===== src/rtl/count_ones_sequencer.sv =====
// rtl/count_ones_sequencer.sv - multi-cycle chunked population counter
//
// count_ones: combinational popcount of one CHUNK-wide slice.
//   bits  in  [WIDTH]       slice to count
//   ones  out [clog2(W+1)]  number of set bits in the slice
//
// count_ones_sequencer: accepts a WIDTH-bit vector on an input handshake,
// counts it CHUNK_WIDTH bits per cycle through one count_ones instance,
// then holds the total on an output handshake.
//   clock         in               rising-edge clock
//   reset         in               asynchronous active-high reset
//   input_data    in  [WIDTH]      vector to count, sampled on handshake
//   input_valid   in               upstream has data
//   input_ready   out              idle and able to accept a vector
//   output_count  out [COUNT_WIDTH] total ones of the accepted vector
//   output_valid  out              output_count is valid
//   output_ready  in               downstream takes the result
//   busy          out              a job is counting or awaiting pickup

module count_ones #(
  parameter  int WIDTH    = 8,
  localparam int CNT_WIDTH = $clog2(WIDTH + 1)
) (
  input  logic [WIDTH-1:0]     bits,
  output logic [CNT_WIDTH-1:0] ones
);

  always_comb begin
    ones = '0;
    for (int i = 0; i < WIDTH; i++) begin
      ones = ones + CNT_WIDTH'(bits[i]);
    end
  end

endmodule

module count_ones_sequencer #(
  parameter  int WIDTH       = 32,
  parameter  int CHUNK_WIDTH = 8,
  localparam int NUM_CHUNKS  = (WIDTH + CHUNK_WIDTH - 1) / CHUNK_WIDTH,
  localparam int COUNT_WIDTH = $clog2(WIDTH + 1)
) (
  input  logic                   clock,
  input  logic                   reset,
  input  logic [WIDTH-1:0]       input_data,
  input  logic                   input_valid,
  output logic                   input_ready,
  output logic [COUNT_WIDTH-1:0] output_count,
  output logic                   output_valid,
  input  logic                   output_ready,
  output logic                   busy
);

  localparam int PAD_WIDTH         = NUM_CHUNKS * CHUNK_WIDTH;
  localparam int CHUNK_COUNT_WIDTH = $clog2(CHUNK_WIDTH + 1);
  localparam int INDEX_WIDTH       = (NUM_CHUNKS > 1) ? $clog2(NUM_CHUNKS) : 1;
  localparam logic [INDEX_WIDTH-1:0] LAST_INDEX = INDEX_WIDTH'(NUM_CHUNKS - 1);

  typedef enum logic [1:0] {
    S_IDLE  = 2'd0,
    S_COUNT = 2'd1,
    S_DONE  = 2'd2
  } state_t;

  state_t state_q, state_d;

  logic [NUM_CHUNKS-1:0][CHUNK_WIDTH-1:0] data_q, data_d;
  logic [COUNT_WIDTH-1:0] acc_q, acc_d;
  logic [COUNT_WIDTH-1:0] count_q, count_d;
  logic [INDEX_WIDTH-1:0] index_q, index_d;

  logic [CHUNK_WIDTH-1:0]       chunk;
  logic [CHUNK_COUNT_WIDTH-1:0] chunk_ones;
  logic [COUNT_WIDTH-1:0]       sum;
  logic                         last_chunk;

  // With a single chunk there is nothing to index; select it directly so the
  // index register never addresses a one-entry array.
  if (NUM_CHUNKS == 1) begin : g_one_chunk
    assign chunk = data_q[0];
  end else begin : g_many_chunks
    assign chunk = data_q[index_q];
  end

  count_ones #(
    .WIDTH (CHUNK_WIDTH)
  ) u_count_ones (
    .bits (chunk),
    .ones (chunk_ones)
  );

  assign sum        = acc_q + COUNT_WIDTH'(chunk_ones);
  assign last_chunk = (index_q == LAST_INDEX);

  always_ff @(posedge clock or posedge reset) begin
    if (reset) begin
      state_q <= S_IDLE;
      data_q  <= '0;
      acc_q   <= '0;
      count_q <= '0;
      index_q <= '0;
    end else begin
      state_q <= state_d;
      data_q  <= data_d;
      acc_q   <= acc_d;
      count_q <= count_d;
      index_q <= index_d;
    end
  end

  always_comb begin
    state_d = state_q;
    case (state_q)
      S_IDLE:  if (input_valid)  state_d = S_COUNT;
      S_COUNT: if (last_chunk)   state_d = S_DONE;
      S_DONE:  if (output_ready) state_d = S_IDLE;
      default:                   state_d = S_IDLE;
    endcase
  end

  always_comb begin
    data_d  = data_q;
    acc_d   = acc_q;
    count_d = count_q;
    index_d = index_q;
    case (state_q)
      S_IDLE: begin
        if (input_valid) begin
          // Zero padding above WIDTH keeps the last chunk's extra bits out of the sum.
          data_d  = PAD_WIDTH'(input_data);
          acc_d   = '0;
          index_d = '0;
        end
      end
      S_COUNT: begin
        acc_d   = sum;
        index_d = index_q + INDEX_WIDTH'(1);
        if (last_chunk) count_d = sum;
      end
      default: ;
    endcase
  end

  // All outputs come from registered state only.
  always_comb begin
    input_ready  = (state_q == S_IDLE);
    output_valid = (state_q == S_DONE);
    busy         = (state_q != S_IDLE);
    output_count = count_q;
  end

endmodule


===== config.mk =====
export PLATFORM = sky130hd
export DESIGN_NAME = count_ones_sequencer
export DESIGN_NICKNAME = d
export VERILOG_FILES = /design/src/rtl/count_ones_sequencer.sv
export SDC_FILE = /design/constraint.sdc
export NUM_CORES = 1
export LEC_CHECK = 0
export ABC_AREA = 1
export CAP_MARGIN = 15
export CORE_MARGIN = 2
export CORE_UTILIZATION = 56
export CTS_BUF_LIST = sky130_fd_sc_hd__clkbuf_8 sky130_fd_sc_hd__clkbuf_16
export DETAILED_ROUTE_END_ITERATION = 10
export PLACE_DENSITY_LB_ADDON = 0.3
export SYNTH_ARGS = -nofsm -noshare
export SYNTH_HDL_FRONTEND = slang
export SYNTH_SLANG_ARGS = --single-unit
export TNS_END_PERCENT = 10

===== constraint.sdc =====
create_clock -name clock -period 9.8 [get_ports clock]
set_input_delay 1.96 -clock clock [delete_from_list [all_inputs] [get_ports clock]]
set_output_delay 1.96 -clock clock [all_outputs]
set_load 0.01 [all_outputs]

==> results.txt <==
----------------------------------------------------
[Layout]
  Fraction of final layout cells with drive strength greater than 1 ... 0.0466
  Post-Layout Inst Area ... 2970 um^2
  Final Non-Filler Cells ... 393
  # diodes ... 0
  Nets ... 391
  Layout overhead on the synthesized area ... 22.0%

[GRT]
  Global-route usage over all layers ... 0.216
  Initial antenna violation count ... 0
  Via count of the first global-routing pass ... 1,878
  Total overflow reported by the global router ... 0
  Maximum number of pins on one net before global-route repair ... 49
  Global-route wire length before repair ... 8440 um

[Timing]
  Max-slew violation count ... 0
  RSZ-0062 raised after global routing ... no
  Slew @ Worst Pin ... 0.982 ns
  Setup clock skew after layout ... 0.00523 ns
  Tcrit/Tclk final ... 0.492
  Normalized max-slew margin ... 0.345
  Final hold violations ... 0
  Setup-failing EPs final ... 0
  Crit path time final ... 4.83 ns
  Timing-limited maximum frequency ... 207 MHz
  Crit path setup slack, layout ... 4.97 ns
  Final total negative setup slack ... 0 ns

[Clock tree]
  Clock root buffer ... clkbuf_8
  Post-CTS setup buffer count ... 0
  Clock tree from TritonCTS ... done
  Clock latency on the worst-skew pair ... 0.30 ns
  CTS hold repair buffers ... 0
  H-tree levels ... 2
  Clock buffer count from CTS ... 5
  Clk sink count ... 48
  Clock-pin transition on the worst setup and hold timing paths ... 0.08 ns
  Worst-case clock buffer depth ... 2
  Number of resized instances in the post-cts repair step ... 0

[Synth]
  Syn. warnings ... 0
  Nets in the synthesized netlist ... 350
  Total standard cell area after synthesis ... 2440 um^2
  Post-synthesis simple-gate area fraction ... 0.257
  Combinational family with the most area after synthesis ... simple AND/OR/NAND/NOR gates
  Mux share of post-synthesis cell area ... 0
  Post-Synth XOR/XNOR Area ... 0.00719
  Area fraction in compound gates after synthesis ... 0.0924
  Portion of the post-synthesis area used by sequential elements ... 0.493
  Adder and majority cell fraction of the synthesized area ... 0.0822
  Cells after Synth ... 301
  Synth Area per Inst ... 8.09 um^2
  Synth unique cells ... 22
  Number of flip-flops and latches in the synthesized netlist ... 48

[Setup path]
  Top cell by count, worst path ... fa_1
  Crit path max fanout ... 22
  Required time at the worst-slack endpoint ... 10.00 ns
  Crit path max-delay family ... adder cells
  CP startpoint ... index_q[0]
  Arrival time of the worst setup path ... 5.02 ns
  Startpoint of the lowest-slack register-to-register path ... index_q[0]
  Critical path's slowest cell ... dfrtp_1
  Crit path largest cell delay ... 0.60 ns
  Cell-by-cell trace of the critical path ... inv_1 -> o21ai_0 -> o22ai_1 -> ha_1 -> inv_1 -> fa_1 -> fa_1 -> fa_1 -> fa_1 -> inv_1 -> fa_1 -> nand3_1 -> nand2_1 -> or2_2 -> nand3_1 -> nand2_1
  Type of element capturing the critical path ... flop
  Count of buffering cells on the critical path with inverters included ... 3
  Critical path class ... reg2reg
  Startpoint type of the worst setup path ... flop

[Floorplanning]
  Full die area ... 4890 um^2
  Number of I/O pins ... 45
  Number of placement rows ... 23
  Die H ... 70.0 um
  Horizontal extent of the die ... 70.0 um
  Core region area ... 4090 um^2
  Starting utilization of the core area ... 0.596

[Placed design]
  # placed instances ... 385
  Routability cong. ... 0.910
  Area post-placement ... 2880 um^2
  Port buffer count ... 44
  Placement Setup Slack ... 5.02 ns
  Sum of net half-perimeters after detailed placement ... 3450 um

[Drt]
  Remaining design rule violation count ... 0
  Count of antenna-violating nets left after detailed routing ... 0
  Overall routed net length ... 4720 um
  Via count ... 1,988
  Router iterations before antenna repair ... 4
  WL per Instance ... 12.0 um
  Vias per inst ... 5.06
  Iteration-0 DRC Markers ... 115

[Status]
  Status ... finished, final reports clean

[Hold path]
  Hold_sp ... output_count[5]
  Tightest Hold Check Type ... reg2reg

[Flow run]
  Maximum capacitance violations ... 0

----------------------------------------------------
-- cell usage in the layout, fill, tap and decap left out --
cell type,n
nor2_1,12
xnor2_1,2
nand2_1,126
ha_1,8
clkdlybuf4s50_1,44
nand4_1,1
a21oi_1,11
o31ai_1,1
dfrtp_1,48
nand2_2,1
fa_1,5
clkbuf_8,6
o21ai_1,8
o21ai_0,22
o22ai_1,2
or2_2,2
inv_1,27
nand2_4,1
nor2_4,2
inv_2,4
nand3_1,10
-- metal layers --
metal  vias to the layer above  wire, um  GRT usage
met3                        11       225     0.0548
li1                       1016         -          -
met5                         -         0          0
met4                         0        99     0.0791
met2                        52      2230      0.342
met1                       909      2160      0.289
-- final timing paths --
path	end	slack, ns	cells past startpoint
hold reg to reg	output_count[5]	0.48	2
setup reg to reg	output_count[4]	4.97	16
max in group asynchronous	data_q[14]	6.99	2
hold / removal	output_count[5]	0.48	2
setup / recovery	output_count[4]	4.97	16
min in group asynchronous	data_q[19]	2.20	2
-- area by class of cell --
class / instances / area, um^2
Sequential cell: 48 / 1200
Fill cell: 349 / 1110
Multi-Input combinational cell: 214 / 1070
Timing Repair Buffer: 44 / 440
Inverter: 29 / 109
Clock buffer: 6 / 82.6
Tap cell: 50 / 62.6
Clock inverter: 2 / 7.51
-- cells by family after synthesis --
family	count (synthesis)
buffers and inverters	39
DFF	48
AOI/OAI and AO/OA	44
and+or+nand+nor	155
adders and majority gates	13
xor gates and xnor gates	2
-- cells in the mapped netlist --
master / number / share of area
clkbuf_1: 3 / 0.0046
buf_4: 4 / 0.012
buf_2: 3 / 0.0062
nand2_2: 1 / 0.0026
o21ai_0: 22 / 0.045
inv_1: 26 / 0.040
a21oi_1: 11 / 0.023
inv_2: 3 / 0.0046
nand3_1: 10 / 0.021
dfrtp_1: 48 / 0.49
xnor2_1: 2 / 0.0072
o22ai_1: 2 / 0.0051
ha_1: 8 / 0.041
nor2_1: 12 / 0.018
nor2_4: 2 / 0.0092
o31ai_1: 1 / 0.0031
nand4_1: 1 / 0.0026
nand2_4: 1 / 0.0046
o21ai_1: 8 / 0.016
nand2_1: 126 / 0.19
or2_2: 2 / 0.0051
fa_1: 5 / 0.041
-- flip-flops by register name, summed over array words and instances, names as in the netlist --
signal        cells
acc_q             6
data_q           32
index_q           2
output_count      6
state_q           2
-- worst register-to-register path: stages, from the launching register on --
cell and delay [ns]:
dfrtp_1 0.60, inv_1 0.37, o21ai_0 0.30, o22ai_1 0.10, ha_1 0.29, inv_1 0.05
fa_1 0.50, fa_1 0.52, fa_1 0.46, fa_1 0.49, inv_1 0.06, fa_1 0.42
nand3_1 0.10, nand2_1 0.06, or2_2 0.28, nand3_1 0.07, nand2_1 0.05
-- per-stage QoR --
stage | utilization | hold WS [ns]
after floorplan | - | 0.444
after global placement | 0.705 | 0.462
after CTS | 0.727 | 0.486
final | 0.727 | 0.484
after detailed placement | 0.705 | 0.465
after global routing | 0.727 | 0.503
Power is left out: the tool's default activity adds up to more than one toggle a clock period on the data nets, which glitch-free logic cannot reach.
